### config.mk
export PLATFORM = sky130hd
export DESIGN_NAME = uart_receiver
export DESIGN_NICKNAME = d
export VERILOG_FILES = /design/src/rtl/uart_pkg.sv /design/src/rtl/uart_rx_sync.sv /design/src/rtl/uart_receiver.sv
export SDC_FILE = /design/constraint.sdc
export NUM_CORES = 1
export LEC_CHECK = 0
export BUFFER_PORTS_ARGS = -buffer_cell sky130_fd_sc_hd__buf_2
export CORE_MARGIN = 2
export CORE_UTILIZATION = 50
export CTS_CLUSTER_SIZE = 25
export DETAILED_ROUTE_END_ITERATION = 8
export PLACE_DENSITY = 0.69
export SLEW_MARGIN = 5
export SYNTH_ARGS = -nofsm -noshare
export SYNTH_HDL_FRONTEND = slang
export SYNTH_SLANG_ARGS = --single-unit
### constraint.sdc
create_clock -name clk -period 2.5 [get_ports clk]
set_input_delay 0.25 -clock clk [delete_from_list [all_inputs] [get_ports clk]]
set_output_delay 0.25 -clock clk [all_outputs]
set_load 0.1 [all_outputs]
### src/rtl/uart_pkg.sv
// uart_pkg: shared UART state encodings and framing constants
package uart_pkg;
  typedef enum logic [1:0] {sIDLE, sSTART, sDATA, sSTOP} state_t;
  localparam int UART_DATA_BITS = 8;
  localparam int DEFAULT_CLKS_PER_BIT = 8;
endpackage

### src/rtl/uart_rx_sync.sv
// uart_rx_sync: two-flop synchronizer with configurable reset value
module uart_rx_sync #(
  parameter logic RESET_VAL = 1'b1
) (
  input  logic clk,
  input  logic reset,
  input  logic d,
  output logic q
);
  logic [1:0] ff_q, ff_d;
  always_comb ff_d = {ff_q[0], d};
  always_ff @(posedge clk) ff_q <= reset ? {2{RESET_VAL}} : ff_d;
  assign q = ff_q[1];
endmodule

### src/rtl/uart_receiver.sv
// uart_receiver: 8N1 UART receiver with mid-bit sampling, framing and sequence checks
module uart_receiver
  import uart_pkg::*;
#(
  parameter int CLKS_PER_BIT = DEFAULT_CLKS_PER_BIT,
  parameter bit SEQ_CHECK = 1'b1
) (
  input  logic       clk,
  input  logic       reset,
  input  logic       rx,
  output logic [7:0] data,
  output logic       data_ready,
  output logic       framing_error,
  output logic       seq_error,
  output logic       busy
);
  localparam int HALF = CLKS_PER_BIT / 2;
  localparam logic [7:0] START_LAST = 8'(HALF - 1);
  localparam logic [7:0] BIT_LAST = 8'(CLKS_PER_BIT - 1);
  localparam logic [2:0] IDX_LAST = 3'(UART_DATA_BITS - 1);
  logic rx_s;
  state_t state_q, state_d;
  logic [7:0] cnt_q, cnt_d, shift_q, shift_d, data_q, data_d, ref_q, ref_d;
  logic [2:0] idx_q, idx_d;
  logic dr_q, dr_d, fe_q, fe_d, se_q, se_d, ref_vld_q, ref_vld_d, busy_q, busy_d;
  uart_rx_sync #(.RESET_VAL(1'b1)) u_sync (.clk(clk), .reset(reset), .d(rx), .q(rx_s));
  always_comb begin
    state_d = state_q;
    cnt_d = cnt_q + 8'd1;
    idx_d = idx_q;
    shift_d = shift_q;
    data_d = data_q;
    ref_d = ref_q;
    ref_vld_d = ref_vld_q;
    dr_d = 1'b0;
    fe_d = 1'b0;
    se_d = 1'b0;
    case (state_q)
      sIDLE: begin
        cnt_d = '0;
        state_d = rx_s ? sIDLE : sSTART;
      end
      sSTART: if (cnt_q == START_LAST) begin
        state_d = rx_s ? sIDLE : sDATA;
        cnt_d = '0;
        idx_d = '0;
      end
      sDATA: if (cnt_q == BIT_LAST) begin
        cnt_d = '0;
        shift_d[idx_q] = rx_s;
        idx_d = idx_q + 3'd1;
        state_d = (idx_q == IDX_LAST) ? sSTOP : sDATA;
      end
      sSTOP: if (cnt_q == BIT_LAST) begin
        state_d = sIDLE;
        cnt_d = '0;
        dr_d = rx_s;
        fe_d = !rx_s;
        data_d = rx_s ? shift_q : data_q;
        se_d = rx_s && SEQ_CHECK && ref_vld_q && (shift_q != ref_q + 8'd1);
        ref_d = rx_s ? shift_q : ref_q;
        ref_vld_d = ref_vld_q || rx_s;
      end
      default: state_d = sIDLE;
    endcase
    busy_d = state_d != sIDLE;
  end
  always_ff @(posedge clk) begin
    if (reset) begin
      state_q <= sIDLE;
      cnt_q <= '0;
      idx_q <= '0;
      shift_q <= '0;
      data_q <= '0;
      ref_q <= '0;
      ref_vld_q <= 1'b0;
      dr_q <= 1'b0;
      fe_q <= 1'b0;
      se_q <= 1'b0;
      busy_q <= 1'b0;
    end else begin
      state_q <= state_d;
      cnt_q <= cnt_d;
      idx_q <= idx_d;
      shift_q <= shift_d;
      data_q <= data_d;
      ref_q <= ref_d;
      ref_vld_q <= ref_vld_d;
      dr_q <= dr_d;
      fe_q <= fe_d;
      se_q <= se_d;
      busy_q <= busy_d;
    end
  end
  assign data = data_q;
  assign data_ready = dr_q;
  assign framing_error = fe_q;
  assign seq_error = se_q;
  assign busy = busy_q;
endmodule
==> impl_results.md <==
- Antenna violations before repair: 0
- Clk_skew: 19.4 ps
- P&R area growth vs syn: 8.68%
- Vias per cell: 5.58
- Total track usage: 18.2%
- IO Count: 15
- Comb pwr share: 2.8%
- RR Startpoint: cnt_q[3]$_SDFF_PP0_
- Setup crit start kind: flip-flop
- Total die area: 0.00395 mm²
- Area contributors post-synth: dfxtp_1, mux2i_1, nor2_1, xor2_1, xnor2_1
- Syn Inst Count: 186
- Pwr per Cell Area: 478 mW/mm²
- Initial core utilization: 51.9%
- Met3 WL: 140 µm
- Post-route design area: 0.00188 mm²
- RSZ-0062 raised after global routing: false
- PortBufs: 14
- WL final: 3300 µm
- Number of remaining DRC errors: 0
- Warnings, synthesis: 0
- Worst hold path type: in2reg
- Drt wl/cell: 13.5 µm
- Post-route ant nets: 0
- Largest net degree at the start of global routing: 31
- N_diodes: 0
- Core Box Area: 0.00334 mm²
- Hold depth: 2
- Min Tclk post-route: 2170 ps
- R2r setup slk: 330 ps
- Filler Cell Count: 314
- Synth cell types: 48
- Ys async rst share: 0%
- Clk sinks: 36
- Int Power: 0.688 mW
- WL met1: 1590 µm
- Least-Margin Pin Slew: 587 ps
- Switching portion of total power: 23.5%
- Avg Cell Area, Syn: 9.30 µm²
- Final TNS setup: 0 ps
- Clock power frac: 32.3%
- CTS tree: built
- Reg2reg end: shift_q[2]$_SDFFE_PP0P_
- Met2 Wirelength: 1510 µm
- Fin crit share: 86.7%
- Ratio of cells with drive above 1 in the final layout: 17.2%
- Highest clock rate: 462 MHz
- DP Area: 0.00183 mm²
- Via count: 1362
- Post-synth top area cell: dfxtp_1
- Setup violators final: 0
- Sw power: 0.211 mW
- Slew headroom: 59.8%
- Die width: 62.8 µm
- Hold endpoint: u_sync.ff_q[0]$_SDFF_PP1_
- Slew Viols, Final: 0
- Data required time of the critical path: 2720 ps
- Rows: 21
- Status: finished, final reports clean
- CP Class: reg2reg
- Critical Path Sink Type: flip-flop
- Final nets: 205
- Hold Slack: 97.8 ps
- VDD IR max: 0.331 mV
- Die Height: 62.8 µm
- Post-CTS Hold Fix Bufs: 0
- Share of the synthesized area in the top cell type: 41.6%
- Synth Net Count: 193
- Maximum fanout along the worst path: 6
- Sequential Power Share: 64.8%
- Post-CTS Resized: 0
- R2r worst-path depth: 5
- Primary FF master, synth: dfxtp_1
- Longest Clk Path Bufs: 2
- Root buffer cell: clkbuf_4
- Global route total overflow: 0
- Clock insertion delay at the later pin of the skew report: 350 ps
- Worst-path clk slew: 100 ps
- WP data arrival: 2390 ps
- Final Hold Vio Count: 0
- Global-route wire length before repair: 5750 µm
- CTS buffer count: 5
- CTS H-tree depth: 2
- Max capacitance violation total: 0
- Most common cell after layout, fill and taps aside: dfxtp_1
- Seq/Total Area, Yosys: 41.6%
- Initial DRT Pass Iterations: 4
- Seq cells post-synth: 36
- Mapped Area: 0.00173 mm²
- Lkg Pwr: 0.765 nW
- Most frequent cells in the layout: dfxtp_1, nor2_1, mux2i_1
- Vias in the first global route: 1316
- Top layer used by detailed routing: met4
- DP HPWL: 2280 µm
- DR iter-0 viols: 72
- Min-delay src: rx
- Final GP Congestion: 0.823
- Post-CTS setup buffer count: 0
- Number of flops mapped to enable cells by yosys: 0
-- synthesized netlist by cell type, types with 2 or more instances --
master     number
nor3_1          2
buf_1           3
nand4_1         2
a31o_2          2
a21oi_1         2
dfxtp_1        36
nor2b_1         2
and3_1          3
o22ai_1         2
a2111oi_0       2
or2_2           2
inv_1           5
nand2_1         5
nand3_1         9
xor2_1          9
xnor2_1         6
a211oi_1        2
a22oi_1         2
clkbuf_1        8
nor2_1         34
ha_1            4
or4_4           2
nand4b_1        2
mux2i_1        16
-- how the worst max path moves through the flow --
stage                                      from                       to  slack [ps]  cells past startpoint
after floorplan           ref_q[0]$_SDFFE_PP0P_     seq_error$_SDFF_PP0_         320                      5
after global placement      cnt_q[3]$_SDFF_PP0_  shift_q[4]$_SDFFE_PP0P_         380                      5
after detailed placement    cnt_q[3]$_SDFF_PP0_          busy$_SDFF_PP0_         310                      5
after CTS                   cnt_q[3]$_SDFF_PP0_  shift_q[2]$_SDFFE_PP0P_         320                      5
after global routing        cnt_q[3]$_SDFF_PP0_          busy$_SDFF_PP0_         120                      5
final                       cnt_q[3]$_SDFF_PP0_  shift_q[2]$_SDFFE_PP0P_         330                      5
-- registers in the layout (all words and copies together) (netlist names) --
signal,flops
cnt_q,8
ref_q,8
u_sync.ff_q,2
busy,1
state_q,2
data_ready,1
seq_error,1
ref_vld_q,1
idx_q,3
shift_q,8
framing_error,1
-- layout make-up --
cell class | instances | area [µm²] | area share, %
flip-flops and latches | 36 | 721 | 38.3
clock inverters | 1 | 5.00 | 0.266
multi-input cells | 133 | 945 | 50.2
repair buffers | 17 | 92.6 | 4.92
well taps | 46 | 57.6 | 3.06
inverters | 5 | 18.8 | 0.998
clock buffers | 6 | 41.3 | 2.20
-- logic make-up (layout without fill, tap and decap cells) --
logic type	after synthesis	after routing	share of synthesized area (%)
and+or+nand+nor	75	75	24.4
DFF	36	36	41.6
AOI/OAI and AO/OA	22	22	9.83
muxes	17	17	9.91
buffers and inverters	17	29	3.76
xor gates and xnor gates	15	15	7.59
adders and majority gates	4	4	2.89
-- through the flow --
stage	setup slack [ps]	cells	util [%]	power, mW
after global routing	117	244	56.4	0.939
after detailed placement	311	237	55.0	0.622
after global placement	383	237	55.0	0.620
after CTS	320	244	56.4	0.911
final	333	244	56.4	0.899
after floorplan	324	186	-	0.615
-- worst max-delay path, stage by stage, from the launching register on --
cell and delay (ps):
dfxtp_1 350, or4_4 580, or4_4 560, nor4b_2 290
mux2i_1 210, nor2_1 50
-- metal layers --
| metal | GRT usage [%] | vias to the layer above |
|---|---|---|
| met2 | 29.6 | 25 |
| met4 | 8.33 | 0 |
| met3 | 5.59 | 7 |
| li1 | - | 680 |
| met1 | 22.2 | 650 |
| met5 | 0 | - |
-- power by group through the flow --
stage	clock network, mW	registers, mW	logic (mW)
2_1_floorplan	0	0.598	0.0171
3_3_place_gp	0	0.595	0.0250
6_report	0.291	0.583	0.0253
3_5_place_dp	0	0.596	0.0259
4_1_cts	0.302	0.583	0.0259
5_1_grt	0.327	0.584	0.0277
Note: power is estimated with default switching activity, not from simulation.
